`src/rtl/mem_access_if.sv`:
```
// Bundle of the pipeline request, memory transaction and response signals
// seen by the M-stage memory access unit.
interface mem_access_if;
    // Pipeline request
    logic        req_valid;
    logic        req_ready;
    logic        req_write;
    logic [1:0]  req_size;
    logic        req_unsigned;
    logic [31:0] req_addr;
    logic [31:0] req_wdata;
    // Memory transaction
    logic        mem_en;
    logic        mem_we;
    logic [31:0] mem_addr;
    logic [3:0]  mem_byteen;
    logic [31:0] mem_wdata;
    logic        mem_ack;
    logic [31:0] mem_rdata;
    // Response to the pipeline
    logic        resp_valid;
    logic [31:0] resp_rdata;
    logic [1:0]  resp_exc;
    logic        stall;

    // The access unit itself
    modport master (
        input  req_valid, req_write, req_size, req_unsigned, req_addr, req_wdata,
        output req_ready,
        output mem_en, mem_we, mem_addr, mem_byteen, mem_wdata,
        input  mem_ack, mem_rdata,
        output resp_valid, resp_rdata, resp_exc, stall
    );

    // The pipeline and the data memory around it
    modport slave (
        output req_valid, req_write, req_size, req_unsigned, req_addr, req_wdata,
        input  req_ready,
        input  mem_en, mem_we, mem_addr, mem_byteen, mem_wdata,
        output mem_ack, mem_rdata,
        input  resp_valid, resp_rdata, resp_exc, stall
    );
endinterface

```
`src/rtl/mem_access_unit.sv`:
```
// M-stage data memory initiator: checks alignment/range of one load or store,
// issues a word-aligned transaction with lane enables and replicated store data,
// waits (bounded) for mem_ack and returns extended load data or an exception.
module mem_access_unit #(
    parameter logic [31:0] ADDR_LIMIT = 32'h0000_3000,
    parameter int          TIMEOUT    = 16
) (
    input  logic         clk,
    input  logic         reset,
    mem_access_if.master bus
);

    typedef enum logic [1:0] {IDLE, ACCESS, RESP} state_t;

    localparam logic [15:0] LAST_WAIT = 16'(TIMEOUT == 0 ? 0 : TIMEOUT - 1);

    state_t      state, stateNext;
    logic        memEn, memEnNext;
    logic        memWe, memWeNext;
    logic [31:0] memAddr, memAddrNext;
    logic [3:0]  memByteen, memByteenNext;
    logic [31:0] memWdata, memWdataNext;
    logic        respValid, respValidNext;
    logic [31:0] respRdata, respRdataNext;
    logic [1:0]  respExc, respExcNext;
    logic [15:0] waitCnt, waitCntNext;
    logic [1:0]  opSize, opSizeNext;
    logic        opUnsigned, opUnsignedNext;
    logic [1:0]  opOff, opOffNext;

    function automatic logic isIllegal(input logic [1:0] size, input logic [31:0] addr);
        return (size == 2'b11) ||
               (size == 2'b01 && addr[0]) ||
               (size == 2'b00 && addr[1:0] != 2'b00) ||
               (addr >= ADDR_LIMIT);
    endfunction

    function automatic logic [3:0] laneEnables(input logic [1:0] size, input logic [1:0] off);
        case (size)
            2'b10:   return 4'b0001 << off;
            2'b01:   return off[1] ? 4'b1100 : 4'b0011;
            default: return 4'b1111;
        endcase
    endfunction

    function automatic logic [31:0] laneData(input logic [1:0] size, input logic [31:0] wdata);
        case (size)
            2'b10:   return {4{wdata[7:0]}};
            2'b01:   return {2{wdata[15:0]}};
            default: return wdata;
        endcase
    endfunction

    // Pick the addressed byte/half out of the read word and extend it.
    function automatic logic [31:0] extendLoad(input logic [1:0] size, input logic uns,
                                               input logic [1:0] off, input logic [31:0] rdata);
        logic signed [7:0]  b;
        logic signed [15:0] h;
        logic signed [31:0] s;
        b = rdata[{off, 3'b000} +: 8];
        h = rdata[{off[1], 4'b0000} +: 16];
        case (size)
            2'b10: begin
                s = b;
                return uns ? {24'b0, b} : s;
            end
            2'b01: begin
                s = h;
                return uns ? {16'b0, h} : s;
            end
            default: return rdata;
        endcase
    endfunction

    // State register and registered outputs; everything visible on the bus resets.
    always_ff @(posedge clk) begin
        if (reset) begin
            state     <= IDLE;
            memEn     <= 1'b0;
            memWe     <= 1'b0;
            memAddr   <= 32'b0;
            memByteen <= 4'b0;
            memWdata  <= 32'b0;
            respValid <= 1'b0;
            respRdata <= 32'b0;
            respExc   <= 2'b00;
        end else begin
            state     <= stateNext;
            memEn     <= memEnNext;
            memWe     <= memWeNext;
            memAddr   <= memAddrNext;
            memByteen <= memByteenNext;
            memWdata  <= memWdataNext;
            respValid <= respValidNext;
            respRdata <= respRdataNext;
            respExc   <= respExcNext;
        end
    end

    // Latched request details and wait counter; always rewritten before use.
    always_ff @(posedge clk) begin
        waitCnt    <= waitCntNext;
        opSize     <= opSizeNext;
        opUnsigned <= opUnsignedNext;
        opOff      <= opOffNext;
    end

    // Next-state and next-output logic for IDLE -> ACCESS -> RESP.
    always_comb begin
        stateNext      = state;
        memEnNext      = memEn;
        memWeNext      = memWe;
        memAddrNext    = memAddr;
        memByteenNext  = memByteen;
        memWdataNext   = memWdata;
        respValidNext  = 1'b0;
        respRdataNext  = respRdata;
        respExcNext    = respExc;
        waitCntNext    = waitCnt;
        opSizeNext     = opSize;
        opUnsignedNext = opUnsigned;
        opOffNext      = opOff;
        case (state)
            IDLE: begin
                if (bus.req_valid) begin
                    if (isIllegal(bus.req_size, bus.req_addr)) begin
                        // Faulting ops never touch the memory.
                        stateNext     = RESP;
                        respValidNext = 1'b1;
                        respRdataNext = 32'b0;
                        respExcNext   = bus.req_write ? 2'b10 : 2'b01;
                    end else begin
                        stateNext      = ACCESS;
                        memEnNext      = 1'b1;
                        memWeNext      = bus.req_write;
                        memAddrNext    = {bus.req_addr[31:2], 2'b00};
                        memByteenNext  = bus.req_write ? laneEnables(bus.req_size, bus.req_addr[1:0]) : 4'b0;
                        memWdataNext   = bus.req_write ? laneData(bus.req_size, bus.req_wdata) : 32'b0;
                        waitCntNext    = 16'b0;
                        opSizeNext     = bus.req_size;
                        opUnsignedNext = bus.req_unsigned;
                        opOffNext      = bus.req_addr[1:0];
                    end
                end
            end
            ACCESS: begin
                if (bus.mem_ack) begin
                    stateNext     = RESP;
                    memEnNext     = 1'b0;
                    respValidNext = 1'b1;
                    respExcNext   = 2'b00;
                    respRdataNext = memWe ? 32'b0 : extendLoad(opSize, opUnsigned, opOff, bus.mem_rdata);
                end else if (TIMEOUT != 0 && waitCnt == LAST_WAIT) begin
                    stateNext     = RESP;
                    memEnNext     = 1'b0;
                    respValidNext = 1'b1;
                    respExcNext   = 2'b11;
                    respRdataNext = 32'b0;
                end else begin
                    waitCntNext = waitCnt + 16'd1;
                end
            end
            default: begin
                stateNext = IDLE;
            end
        endcase
    end

    assign bus.req_ready  = (state == IDLE);
    assign bus.stall      = bus.req_valid & ~respValid;
    assign bus.mem_en     = memEn;
    assign bus.mem_we     = memWe;
    assign bus.mem_addr   = memAddr;
    assign bus.mem_byteen = memByteen;
    assign bus.mem_wdata  = memWdata;
    assign bus.resp_valid = respValid;
    assign bus.resp_rdata = respRdata;
    assign bus.resp_exc   = respExc;

endmodule

```
`src/flat_wrapper.sv`:
```
// flat-port wrapper written by rule: the top's interface ports become plain ports
module mem_access_unit_flat 
#(
    parameter logic [31:0] ADDR_LIMIT = 32'h0000_3000,
    parameter int          TIMEOUT    = 16
)
  (clk, reset, bus_req_valid, bus_req_write, bus_req_size, bus_req_unsigned, bus_req_addr, bus_req_wdata, bus_req_ready, bus_mem_en, bus_mem_we, bus_mem_addr, bus_mem_byteen, bus_mem_wdata, bus_mem_ack, bus_mem_rdata, bus_resp_valid, bus_resp_rdata, bus_resp_exc, bus_stall);
  mem_access_if bus_i ();
  input  logic clk;
  input  logic reset;
  input wire logic [$bits(bus_i.req_valid)-1:0] bus_req_valid;
  input wire logic [$bits(bus_i.req_write)-1:0] bus_req_write;
  input wire logic [$bits(bus_i.req_size)-1:0] bus_req_size;
  input wire logic [$bits(bus_i.req_unsigned)-1:0] bus_req_unsigned;
  input wire logic [$bits(bus_i.req_addr)-1:0] bus_req_addr;
  input wire logic [$bits(bus_i.req_wdata)-1:0] bus_req_wdata;
  output wire logic [$bits(bus_i.req_ready)-1:0] bus_req_ready;
  output wire logic [$bits(bus_i.mem_en)-1:0] bus_mem_en;
  output wire logic [$bits(bus_i.mem_we)-1:0] bus_mem_we;
  output wire logic [$bits(bus_i.mem_addr)-1:0] bus_mem_addr;
  output wire logic [$bits(bus_i.mem_byteen)-1:0] bus_mem_byteen;
  output wire logic [$bits(bus_i.mem_wdata)-1:0] bus_mem_wdata;
  input wire logic [$bits(bus_i.mem_ack)-1:0] bus_mem_ack;
  input wire logic [$bits(bus_i.mem_rdata)-1:0] bus_mem_rdata;
  output wire logic [$bits(bus_i.resp_valid)-1:0] bus_resp_valid;
  output wire logic [$bits(bus_i.resp_rdata)-1:0] bus_resp_rdata;
  output wire logic [$bits(bus_i.resp_exc)-1:0] bus_resp_exc;
  output wire logic [$bits(bus_i.stall)-1:0] bus_stall;
  assign bus_i.req_valid = bus_req_valid;
  assign bus_i.req_write = bus_req_write;
  assign bus_i.req_size = bus_req_size;
  assign bus_i.req_unsigned = bus_req_unsigned;
  assign bus_i.req_addr = bus_req_addr;
  assign bus_i.req_wdata = bus_req_wdata;
  assign bus_req_ready = bus_i.req_ready;
  assign bus_mem_en = bus_i.mem_en;
  assign bus_mem_we = bus_i.mem_we;
  assign bus_mem_addr = bus_i.mem_addr;
  assign bus_mem_byteen = bus_i.mem_byteen;
  assign bus_mem_wdata = bus_i.mem_wdata;
  assign bus_i.mem_ack = bus_mem_ack;
  assign bus_i.mem_rdata = bus_mem_rdata;
  assign bus_resp_valid = bus_i.resp_valid;
  assign bus_resp_rdata = bus_i.resp_rdata;
  assign bus_resp_exc = bus_i.resp_exc;
  assign bus_stall = bus_i.stall;
  mem_access_unit #(.ADDR_LIMIT(ADDR_LIMIT), .TIMEOUT(TIMEOUT)) u_core (.clk(clk), .reset(reset), .bus(bus_i));
endmodule
```
`config.mk`:
```
export PLATFORM = sky130hd
export DESIGN_NAME = mem_access_unit_flat
export DESIGN_NICKNAME = d
export VERILOG_FILES = /design/src/rtl/mem_access_if.sv /design/src/rtl/mem_access_unit.sv /design/src/flat_wrapper.sv
export SDC_FILE = /design/constraint.sdc
export NUM_CORES = 1
export LEC_CHECK = 0
export CAP_MARGIN = 5
export CORE_MARGIN = 5
export CORE_UTILIZATION = 35
export DETAILED_ROUTE_END_ITERATION = 16
export GPL_ROUTABILITY_DRIVEN = 1
export PLACE_DENSITY = 0.72
export SETUP_SLACK_MARGIN = 0.4
export SYNTH_ARGS = -nofsm -noshare
export SYNTH_HDL_FRONTEND = slang
export SYNTH_SLANG_ARGS = --single-unit
export TNS_END_PERCENT = 20
```
`constraint.sdc`:
```
create_clock -name clk -period 2.3 [get_ports clk]
set_clock_uncertainty 0.2 [all_clocks]
set_input_delay 0.23 -clock clk [delete_from_list [all_inputs] [get_ports clk]]
set_output_delay 0.23 -clock clk [all_outputs]
set_load 0.03 [all_outputs]
```
==> results of run 1 <==
## kinds of logic (layout without fill, tap and decap cells)
| family | Yosys count | count (layout) | synth area share, % |
|---|---|---|---|
| adders and majority gates | 7 | 7 | 1.57 |
| other | 1 | 2 | 0.0673 |
| DFF | 126 | 126 | 49.1 |
| xor gates and xnor gates | 14 | 14 | 2.20 |
| AOI/OAI and AO/OA | 167 | 167 | 20.7 |
| muxes | 10 | 10 | 2.20 |
| and+or+nand+nor | 216 | 217 | 18.5 |
| buffers and inverters | 64 | 318 | 5.68 |
## layout by cell type (no fill, tap or decap), types with 4 or more instances in the layout
cell type          n
buf_12             8
xor2_1             8
nand3_1           36
clkdlybuf4s50_1  189
clkinv_4           5
o2111ai_1          7
a22oi_1           15
o22ai_1            8
nand2_1           89
buf_6              5
xnor2_1            6
o2bb2ai_1         15
dfxtp_1          105
buf_4             43
nor2_1            21
inv_1             15
dlygate4sd2_1      7
a21boi_0           7
clkdlybuf4s15_1    4
clkbuf_16         20
nand2b_1          19
mux2_2             8
nor3_1             4
nor4_2             4
a22o_1            31
o21ai_0           14
a21oi_1           56
edfxtp_1          21
ha_1               4
and2_1            21
## registers in the layout, summed over array words and instances, names as in the netlist
register,count
u_core.bus.mem_addr,30
u_core.opUnsigned,1
u_core.opSize,2
u_core.waitCnt,16
u_core.state,2
u_core.bus.resp_valid,1
u_core.bus.resp_exc,2
u_core.bus.mem_we,1
u_core.bus.mem_byteen,4
u_core.opOff,2
u_core.bus.mem_wdata,32
u_core.bus.mem_en,1
u_core.bus.resp_rdata,32
## through the flow
stage               worst slack, ns  TNS (ns)  hold slack [ns]  instance area, µm²  cells
floorplan                     0.348         0            0.129                5690    606
global placement             -0.463    -46.63            0.236                8140   1025
detailed placement           -0.549    -54.46            0.243                8140   1025
CTS                           0.277         0           0.0570                9070   1071
global route                  0.154         0           0.0455                9170   1077
finish                        0.267         0           0.0527                9170   1077
## worst paths after layout
kind                            from                         to  slack [ns]  depth (start not counted)
min                  bus_req_addr[0]            u_core.opOff[0]        0.05                          2
max reg2reg       u_core.waitCnt[12]  u_core.bus.resp_rdata[21]        0.27                          6
max               u_core.waitCnt[12]  u_core.bus.resp_rdata[21]        0.27                          6
min reg2reg  u_core.bus.mem_wdata[5]    u_core.bus.mem_wdata[5]        0.25                          2
## power groups by stage
stage	combinational [W]	clock, W	sequential [W]
2_1_floorplan	0.000180	0	0.00230
3_3_place_gp	0.000469	0	0.00229
3_5_place_dp	0.000474	0	0.00229
4_1_cts	0.000477	0.00302	0.00224
5_1_grt	0.000518	0.00311	0.00224
6_report	0.000484	0.00294	0.00224
## per-layer routing
layer / vias to the layer above / GRT usage [%]
met1: 2509 / 23.9
met5: - / 0
met2: 255 / 32.7
met4: 2 / 7.22
li1: 2637 / -
met3: 37 / 7.77
## repair_timing
| action | CTS | global route |
|---|---|---|
| hold buffers | 1 | 0 |
| gates resized for setup | 44 | 21 |
| pin swaps | 12 | 9 |
| setup buffers | 8 | 6 |
| endpoints found under the hold margin | 1 | 0 |
| cloned | 5 | 0 |
| endpoints found under the setup margin | 140 | 184 |
## area by class of cell
type                    count  area [µm²]
clock buffers              21         514
clock inverters            11         149
flip-flops and latches    126        2730
multi-input cells         417        2730
fillers                  1417        6600
inverters                  17        88.8
repair buffers            268        2690
well taps                 216         270
repair inverters            1        8.76
==> metrics.md, run 1 <==
| Metric | Value |
|---|---|
| Syn Inst Count | `between 600 and 700` |
| Top delay family on crit path | `simple AND/OR/NAND/NOR gates` |
| Global-route wire length before repair | `around 29 mm` |
| ANT cells | `0` |
| VDD IR max | `roughly 0.49 mV` |
| FP Rows | `46` |
| Sequential-to-total area share from yosys stat | `49.1%` |
| Final ANT Viol Nets | `0` |
| RSZ-0062 raised after global routing | `yes` |
| Yosys top cell area share | `37.7%` |
| Final design utilization | `58.2%` |
| Top achievable clock speed | `492 MHz` |
| Critical path capture point type | `flip-flop` |
| Yosys reg bits | `126` |
| Detailed-route via count | `roughly 5,400` |
| WP buf/inv | `1` |
| Worst-path clk slew | `0.06 ns` |
| Num CTS Buffers | `17` |
| Number of max-cap violations | `0` |
| Met3 Wirelength | `2.05 mm` |
| DRT iter0 DRCs | `approximately 240` |
| TritonCTS clock tree | `done` |
| Critical Path, Cell by Cell | `nor4_2 -> a41oi_2 -> nand2b_4 -> and3b_1 -> buf_12 -> a22o_1` |
| Slew margin rel. | `59.7%` |
| Final hold vios | `0` |
| Final Total Pwr | `0.00567 W` |
| Worst-Skew Late Latency | `0.41 ns` |
| Most numerous cell in the Yosys netlist | `dfxtp_1` |
| Crit path time final | `2.03 ns` |
| Count of cell types in the netlist | `48` |
| CP Data Arrival Time | `2.14 ns` |
| GR Overflow Total | `0` |
| Core Area | `between 15,000 and 20,000 µm²` |
| Top Layer Used | `met5` |
| Slew Limit Fails | `0` |
| Met2 routed WL | `8.78 mm` |
| Final period utilization | `88.4%` |
| Critical Path Start Type | `flip-flop` |
| Root Driver | `clkbuf_16` |
| Mapped cell area | `around 5600 µm²` |
| CP max stage cell | `edfxtp_1` |
| Max Fanout on Critical Path | `32` |
| Crit path kind | `flip-flop to flip-flop` |
| EDFF count, synth | `21` |
| Share of cells above drive strength 1 | `15.8%` |
| PD cells | `618 nW/µm²` |
| Ports | `211` |
| Total Routing Usage GR | `20.0%` |
| Slowest stage delay, CP | `0.45 ns` |
| Clock Path Buffers | `2` |
| Ys flop type | `dfxtp_1` |
| NumNets Final | `roughly 960` |
| Async set-reset flop share out of synthesis | `0%` |
| Worst-margin pin slew | `0.605 ns` |
| Required @ worst endpoint | `2.40 ns` |
| Metal1 wirelength | `7.35 mm` |
| Area delta synth->final | `64.7%` |
| Sw frac | `roughly 22%` |
| H-tree depth | `4` |
| Clock share of power | `approximately 52%` |
| Most frequent cells after synthesis | `dfxtp_1, nand2_1, a21oi_1, nand3_1, a22o_1` |
| Register share of total power | `39.6%` |
| Drt drc | `0` |
| Leak | `3.40 nW` |
| DIE AREA | `18,500 µm²` |
| DRT Pass-1 Iters | `5` |
| Sw Pwr | `0.00123 W` |
| Detailed Place HPWL | `13.2 mm` |
| Clock sink count | `126` |
| Setup Viol. Count Final | `0` |
| WL final | `18.6 mm` |
| Largest net degree at the start of global routing | `41` |
| DIE HEIGHT | `136 µm` |
| Initial Util | `35.3%` |
| Initial antenna violation count | `1` |
| WL/cell | `about 17 µm` |
| Synthesis Warnings | `0` |
| DR vias/cell | `5.05` |
| Avg Cell Area, Syn | `9.21 µm²` |
| PortBufs | `~210` |
| Internal power | `between 0.004 and 0.005 W` |
| Die width | `136 µm` |
| Gpl congestion | `0.897` |
| Status | `completed` |
| Hold Path Class | `input port to flip-flop` |
| Leading area contributor after synthesis | `dfxtp_1` |
| Vias in the first global route | `5,417` |
| Gate power share | `8.5%` |
| Area contributors post-synth | `dfxtp_1, edfxtp_1, nand2_1, a21oi_1, a22o_1` |
Power figures use the tool's default switching activity.
==> run 2, diff against run 1 <==
==> constraint.sdc (replaced) <==
create_clock -name clk -period 2.3 [get_ports clk]
set_clock_uncertainty 0.2 [all_clocks]
set_input_delay 0.575 -clock clk [delete_from_list [all_inputs] [get_ports clk]]
set_output_delay 0.575 -clock clk [all_outputs]
set_load 0.03 [all_outputs]
==> metrics.md, run 2 (synthesis gave the netlist of run 1 again) <==
| Metric | Value |
|---|---|
| DRT Pass-1 Iters | `4 (was 5)` |
| Multi-input logic area | `2880 µm² (was 2730 µm²)` |
| Crit path kind | `flip-flop to flip-flop (unchanged)` |
| Final design utilization | `60.0% (was 58.2%)` |
| Slew Limit Fails | `0 (unchanged)` |
| Share of cells above drive strength 1 | `21.9% (was 15.8%)` |
| CP max stage cell | `edfxtp_1 (unchanged)` |
| VDD IR max | `0.500 mV (was 0.493 mV)` |
| Final period utilization | `96.2% (was 88.4%)` |
| DRT iter0 DRCs | `265 (was 239)` |
| Ports | `211 (unchanged)` |
| Final hold vios | `0 (unchanged)` |
| GR Overflow Total | `0 (unchanged)` |
| Largest net degree at the start of global routing | `40 (was 41)` |
| Detailed-route via count | `5,536 (was 5,440)` |
| Total Routing Usage GR | `20.5% (was 20.0%)` |
| Max Fanout on Critical Path | `8 (was 32)` |
| DR vias/cell | `5.03 (was 5.05)` |
| Number of max-cap violations | `0 (unchanged)` |
| RSZ-0062 raised after global routing | `yes (unchanged)` |
| CP Data Arrival Time | `2.32 ns (was 2.14 ns)` |
| DIE AREA | `18,500 µm² (unchanged)` |
| ANT cells | `0 (unchanged)` |
| Global-route wire length before repair | `29.2 mm (was 28.8 mm)` |
| Required @ worst endpoint | `2.41 ns (was 2.40 ns)` |
| CP dominant cell by count | `buf_6` |
| Critical Path, Cell by Cell | `nor4_2 -> a41oi_2 -> nand2b_4 -> and3b_2 -> buf_6 -> buf_6 -> buf_16 -> a22o_1 (was nor4_2 -> a41oi_2 -> nand2b_4 -> and3b_1 -> buf_12 -> a22o_1)` |
| Leak | `4.05 nW (was 3.40 nW)` |
| PortBufs | `208 (unchanged)` |
| Critical path capture point type | `flip-flop (unchanged)` |
| Slew margin rel. | `57.3% (was 59.7%)` |
| Dpl cell area | `8120 µm² (was 8140 µm²)` |
| Initial antenna violation count | `1 (unchanged)` |
| Commonest non-fill, non-tap cell in the layout | `dlygate4sd2_1 (was clkdlybuf4s50_1)` |
| Area delta synth->final | `70.0% (was 64.7%)` |
| Crit path time final | `2.21 ns (was 2.03 ns)` |
| Worst-margin pin slew | `0.640 ns (was 0.605 ns)` |
| Worst-Skew Late Latency | `0.42 ns (was 0.41 ns)` |
| Clock Path Buffers | `2 (unchanged)` |
| Slowest stage delay, CP | `0.44 ns (was 0.45 ns)` |
| Root Driver | `clkbuf_16 (unchanged)` |
| Gpl congestion | `0.900 (was 0.897)` |
| PD cells | `575 nW/µm² (was 618 nW/µm²)` |
| NumNets Final | `982 (was 959)` |
| Clock sink count | `126 (unchanged)` |
| Critical Path Start Type | `flip-flop (unchanged)` |
| Hold Path Class | `input port to flip-flop (unchanged)` |
| DIE HEIGHT | `136 µm (unchanged)` |
| WL final | `19.6 mm (was 18.6 mm)` |
| Min Hold Slack | `0.162 ns (was 0.0527 ns)` |
| Core Area | `15,800 µm² (unchanged)` |
| H-tree depth | `4 (unchanged)` |
| WL/cell | `17.8 µm (was 17.3 µm)` |
| FP Rows | `46 (unchanged)` |
| Die width | `136 µm (unchanged)` |
| Status | `completed (unchanged)` |
| Fin area | `9470 µm² (was 9170 µm²)` |
| DP Cell Count | `1,029 (was 1,025)` |
| Filler instances | `1,371 (was 1,417)` |
| WP buf/inv | `3 (was 1)` |
| Detailed Place HPWL | `13.0 mm (was 13.2 mm)` |
| Num CTS Buffers | `17 (unchanged)` |
| Commonest non-fill, non-tap cells in the layout | `dlygate4sd2_1, dfxtp_1, clkdlybuf4s50_1, nand2_1, buf_4 (was clkdlybuf4s50_1, dfxtp_1, nand2_1, a21oi_1, buf_4)` |
| Final ANT Viol Nets | `0 (unchanged)` |
| Top delay family on crit path | `simple AND/OR/NAND/NOR gates (unchanged)` |
| Top achievable clock speed | `452 MHz (was 492 MHz)` |
| Setup slack after layout | `0.0868 ns (was 0.267 ns)` |
| Vias in the first global route | `5,483 (was 5,417)` |
| TritonCTS clock tree | `done (unchanged)` |
| Final Non-Filler Cells | `1,100 (was 1,077)` |
| Worst-path clk slew | `0.06 ns (about the same)` |
| Drt drc | `0 (unchanged)` |
| Pre-CTS setup slack | `-0.924 ns (was -0.549 ns)` |
| FF/Latch Area | `2730 µm² (unchanged)` |
| Setup Viol. Count Final | `0 (unchanged)` |
| Initial Util | `35.3% (unchanged)` |
-- run 2: changes by cell type in the layout (fill, tap and decap cells not counted), moves of 16 or more --
cell and change:
clkdlybuf4s50_1 -107, nand2_4 +16, nand2_1 -16, dlygate4sd2_1 +103
-- run 2: final timing paths --
check,startpoint,end,slack (ns),depth (start not counted)
worst max-delay path,u_core.waitCnt[6],u_core.bus.resp_rdata[16],0.09,8
worst min-delay path,bus_req_size[0],u_core.opSize[0],0.16,1
worst max register to register,u_core.waitCnt[6],u_core.bus.resp_rdata[16],0.09,8
worst min register to register,u_core.bus.resp_rdata[7],u_core.bus.resp_rdata[7],0.24,1
-- run 2: metrics by stage --
step	TNS [ns]	total power [W]
floorplan	0	0.00247
CTS	0	0.00548
global route	0	0.00563
finish	0	0.00544
global placement	-99.90	0.00275
detailed placement	-104.58	0.00275
-- run 2: worst register-to-register path: stages (launching register included) --
cell and delay [ns]:
edfxtp_1 0.44, nor4_2 0.32, a41oi_2 0.17, nand2b_4 0.17
and3b_2 0.24, buf_6 0.13, buf_6 0.11, buf_16 0.13
a22o_1 0.20
-- run 2: layout make-up --
type | instances | area share (%)
Timing Repair Buffer | 291 | 30.7
Clock inverter | 12 | 1.41
Inverter | 17 | 0.832
Sequential cell | 126 | 28.9
Multi-Input combinational cell | 417 | 30.4
Tap cell | 216 | 2.85
Clock buffer | 20 | 4.84
Timing Repair inverter | 1 | 0.0925
-- run 2: layer usage --
metal	up-vias	GRT usage, %	routed length, µm
met3	37	6.74	1750
li1	2686	-	-
met1	2588	24.3	7890
met2	223	33.8	9410
met4	2	8.96	525
met5	-	0	13
-- run 2: report_power, final --
part           leakage [nW]  internal [W]  switching [W]
Combinational          2.69      0.000280       0.000229
Sequential             1.08       0.00224     0.00000253
Clock                 0.282       0.00166        0.00103
Total                  4.05       0.00418        0.00126
-- run 2: what timing repair did --
item                                    4_1_cts  5_1_grt
endpoints found under the setup margin      231      234
pin swaps                                    25       31
buffers inserted                             19        8
gates cloned                                  8        4
hold buffers                                  0        0
resized for setup                           186       67
==> run 3, diff against run 2 <==
==> constraint.sdc (replaced) <==
create_clock -name clk -period 2 [get_ports clk]
set_clock_uncertainty 0.2 [all_clocks]
set_input_delay 0.5 -clock clk [delete_from_list [all_inputs] [get_ports clk]]
set_output_delay 0.5 -clock clk [all_outputs]
set_load 0.03 [all_outputs]
==> metrics.md, run 3 (synthesis gave the netlist of run 1 again) <==
| Metric | Value |
|---|---|
| DRT Pass-1 Iters | `5 (was 4)` |
| DP Cell Count | `1,049 (was 1,029)` |
| Total Routing Usage GR | `20.8% (was 20.5%)` |
| Dpl cell area | `8310 µm² (was 8120 µm²)` |
| Final ANT Viol Nets | `0 (unchanged)` |
| Hold path start | `bus_req_size[1] (was bus_req_size[0])` |
| Gpl congestion | `0.901 (was 0.900)` |
| Clock sink count | `126 (unchanged)` |
| Slowest stage delay, CP | `0.49 ns (was 0.44 ns)` |
| Commonest non-fill, non-tap cell in the layout | `buf_6 (was dlygate4sd2_1)` |
| Final hold vios | `0 (unchanged)` |
| Final Total Pwr | `0.00628 W (was 0.00544 W)` |
| Global-route wire length before repair | `29.9 mm (was 29.2 mm)` |
| GR Overflow Total | `0 (unchanged)` |
| Detailed Place HPWL | `13.5 mm (was 13.0 mm)` |
| Ports | `211 (unchanged)` |
| PortBufs | `208 (unchanged)` |
| PD cells | `620 nW/µm² (was 575 nW/µm²)` |
| Worst-path clk slew | `0.06 ns (about the same)` |
| Detailed-route via count | `5,740 (was 5,536)` |
| Root Driver | `clkbuf_16 (unchanged)` |
| Slew Limit Fails | `0 (unchanged)` |
| Num CTS Buffers | `17 (unchanged)` |
| Crit path time final | `2.07 ns` |
| Status | `complete, but fails checks (was completed)` |
| Critical path capture point type | `flip-flop (unchanged)` |
| Setup slack after layout | `-0.0741 ns (was 0.0868 ns)` |
| FP Rows | `46 (unchanged)` |
| CP Launch Point | `bus_mem_rdata[7] (was u_core.waitCnt[6])` |
| Final design utilization | `64.2% (was 60.0%)` |
| Vias in the first global route | `5,625 (was 5,483)` |
| CP Data Arrival Time | `2.18 ns (was 2.32 ns)` |
| VDD IR max | `0.683 mV (was 0.500 mV)` |
| Leak | `3.93 nW (was 4.05 nW)` |
| DR vias/cell | `5.19 (was 5.03)` |
| Initial Util | `35.3% (unchanged)` |
| Sw Pwr | `0.00150 W (was 0.00126 W)` |
| Required @ worst endpoint | `2.11 ns (was 2.41 ns)` |
| Worst R2R Start | `u_core.waitCnt[6] (unchanged)` |
| WL/cell | `18.6 µm (was 17.8 µm)` |
| Drt drc | `0 (unchanged)` |
| Internal power | `0.00477 W (was 0.00418 W)` |
| Clock share of power | `48.9% (was 49.5%)` |
| Max Fanout on Critical Path | `7 (was 8)` |
| Hold buffer count at CTS | `0 (unchanged)` |
| Register share of total power | `41.1% (was 41.2%)` |
| Share of cells above drive strength 1 | `43.5% (was 21.9%)` |
| NumNets Final | `988 (was 982)` |
| Commonest non-fill, non-tap cells in the layout | `buf_6, nand2_1, clkdlybuf4s50_1, dfxtp_1, buf_4 (was dlygate4sd2_1, dfxtp_1, clkdlybuf4s50_1, nand2_1, buf_4)` |
| Worst-Skew Late Latency | `0.42 ns (about the same)` |
| Gate power share | `10.0% (was 9.3%)` |
| Final Non-Filler Cells | `1,106 (was 1,100)` |
| Number of max-cap violations | `0 (unchanged)` |
| DIE HEIGHT | `136 µm (unchanged)` |
| Crit path kind | `input port to flip-flop (was flip-flop to flip-flop)` |
| Worst-margin pin slew | `0.643 ns (was 0.640 ns)` |
| Critical Path, Cell by Cell | `clkdlybuf4s50_1 -> mux4_2 -> nand2_2 -> o21a_2 -> a21boi_0 -> o2bb2ai_2 (was nor4_2 -> a41oi_2 -> nand2b_4 -> and3b_2 -> buf_6 -> buf_6 -> buf_16 -> a22o_1)` |
| TritonCTS clock tree | `done (unchanged)` |
| H-tree depth | `4 (unchanged)` |
| Setup TNS | `-1.97 ns (was 0 ns)` |
| Filler instances | `1,264 (was 1,371)` |
| Core Area | `15,800 µm² (unchanged)` |
| Hold Path Class | `input port to flip-flop (unchanged)` |
| Top achievable clock speed | `~480 MHz` |
| Setup Viol. Count Final | `55 (was 0)` |
| Final period utilization | `104%` |
| Sw frac | `24.0% (was 23.2%)` |
| DRT iter0 DRCs | `316 (was 265)` |
| Clock Path Buffers | `2 (unchanged)` |
| Area delta synth->final | `81.6% (was 70.0%)` |
| Initial antenna violation count | `1 (unchanged)` |
| Die width | `136 µm (unchanged)` |
| Fin area | `10,100 µm² (was 9470 µm²)` |
| WL final | `20.5 mm (was 19.6 mm)` |
| ANT cells | `0 (unchanged)` |
| Critical Path Start Type | `input port (was flip-flop)` |
| RSZ-0062 raised after global routing | `yes (unchanged)` |
| Slew margin rel. | `57.1% (was 57.3%)` |
| Largest net degree at the start of global routing | `48 (was 40)` |
| Violated checks | `setup timing` |
| CP max stage cell | `mux4_2 (was edfxtp_1)` |
| DIE AREA | `18,500 µm² (unchanged)` |
-- run 3: stage by stage --
step,setup WS (ns),hold WS (ns)
global route,-0.112,0.211
detailed placement,-1.03,0.244
global placement,-0.974,0.234
finish,-0.0741,0.216
CTS,-0.0525,0.199
floorplan,-0.161,0.376
-- run 3: path summary, 6_finish.rpt --
path	to	slack [ns]	cells after the start
hold reg to reg	u_core.bus.resp_rdata[7]	0.26	1
setup / recovery	u_core.bus.resp_rdata[11]	-0.07	6
setup reg to reg	u_core.bus.resp_rdata[20]	-0.04	6
hold / removal	u_core.opSize[1]	0.22	2
-- run 3: final cells by class --
cell class | count | area, µm² | share of cell area [%]
Timing Repair Buffer | 296 | 3200 | 31.6
Multi-Input combinational cell | 419 | 3200 | 31.6
Sequential cell | 126 | 2790 | 27.6
Clock buffer | 19 | 443 | 4.38
Tap cell | 216 | 270 | 2.67
Clock inverter | 13 | 138 | 1.36
Inverter | 17 | 78.8 | 0.779
-- run 3: worst max-delay path, delay by kind of cell --
family,cells,cell delay (ns)
AND/OR/NAND/NOR,1,0.15
buffers and inverters,1,0.48
multiplexers,1,0.49
AO/OA/AOI/OAI,3,0.56
-- run 3: layer usage --
metal / vias to the layer above / share of wire, % / track usage, %
met5: - / 0.054 / 0
met4: 2 / 2.6 / 7.89
met3: 42 / 8.1 / 6.48
met2: 238 / 49 / 34.6
met1: 2754 / 40 / 25.1
li1: 2704 / - / -
-- run 3: what timing repair did --
item                       4_1_cts  5_1_grt
setup buffers                   10        2
setup endpoints to repair      239      241
cloned                           7        6
pin swaps                       47       71
gates resized for setup        543      410
-- run 3: power by group through the flow --
stage | combinational [W] | clock, W | sequential (W)
6_report | 0.000628 | 0.00307 | 0.00258
5_1_grt | 0.000665 | 0.00323 | 0.00258
3_5_place_dp | 0.000545 | 0 | 0.00263
4_1_cts | 0.000589 | 0.00312 | 0.00258
3_3_place_gp | 0.000544 | 0 | 0.00263
2_1_floorplan | 0.000201 | 0 | 0.00264
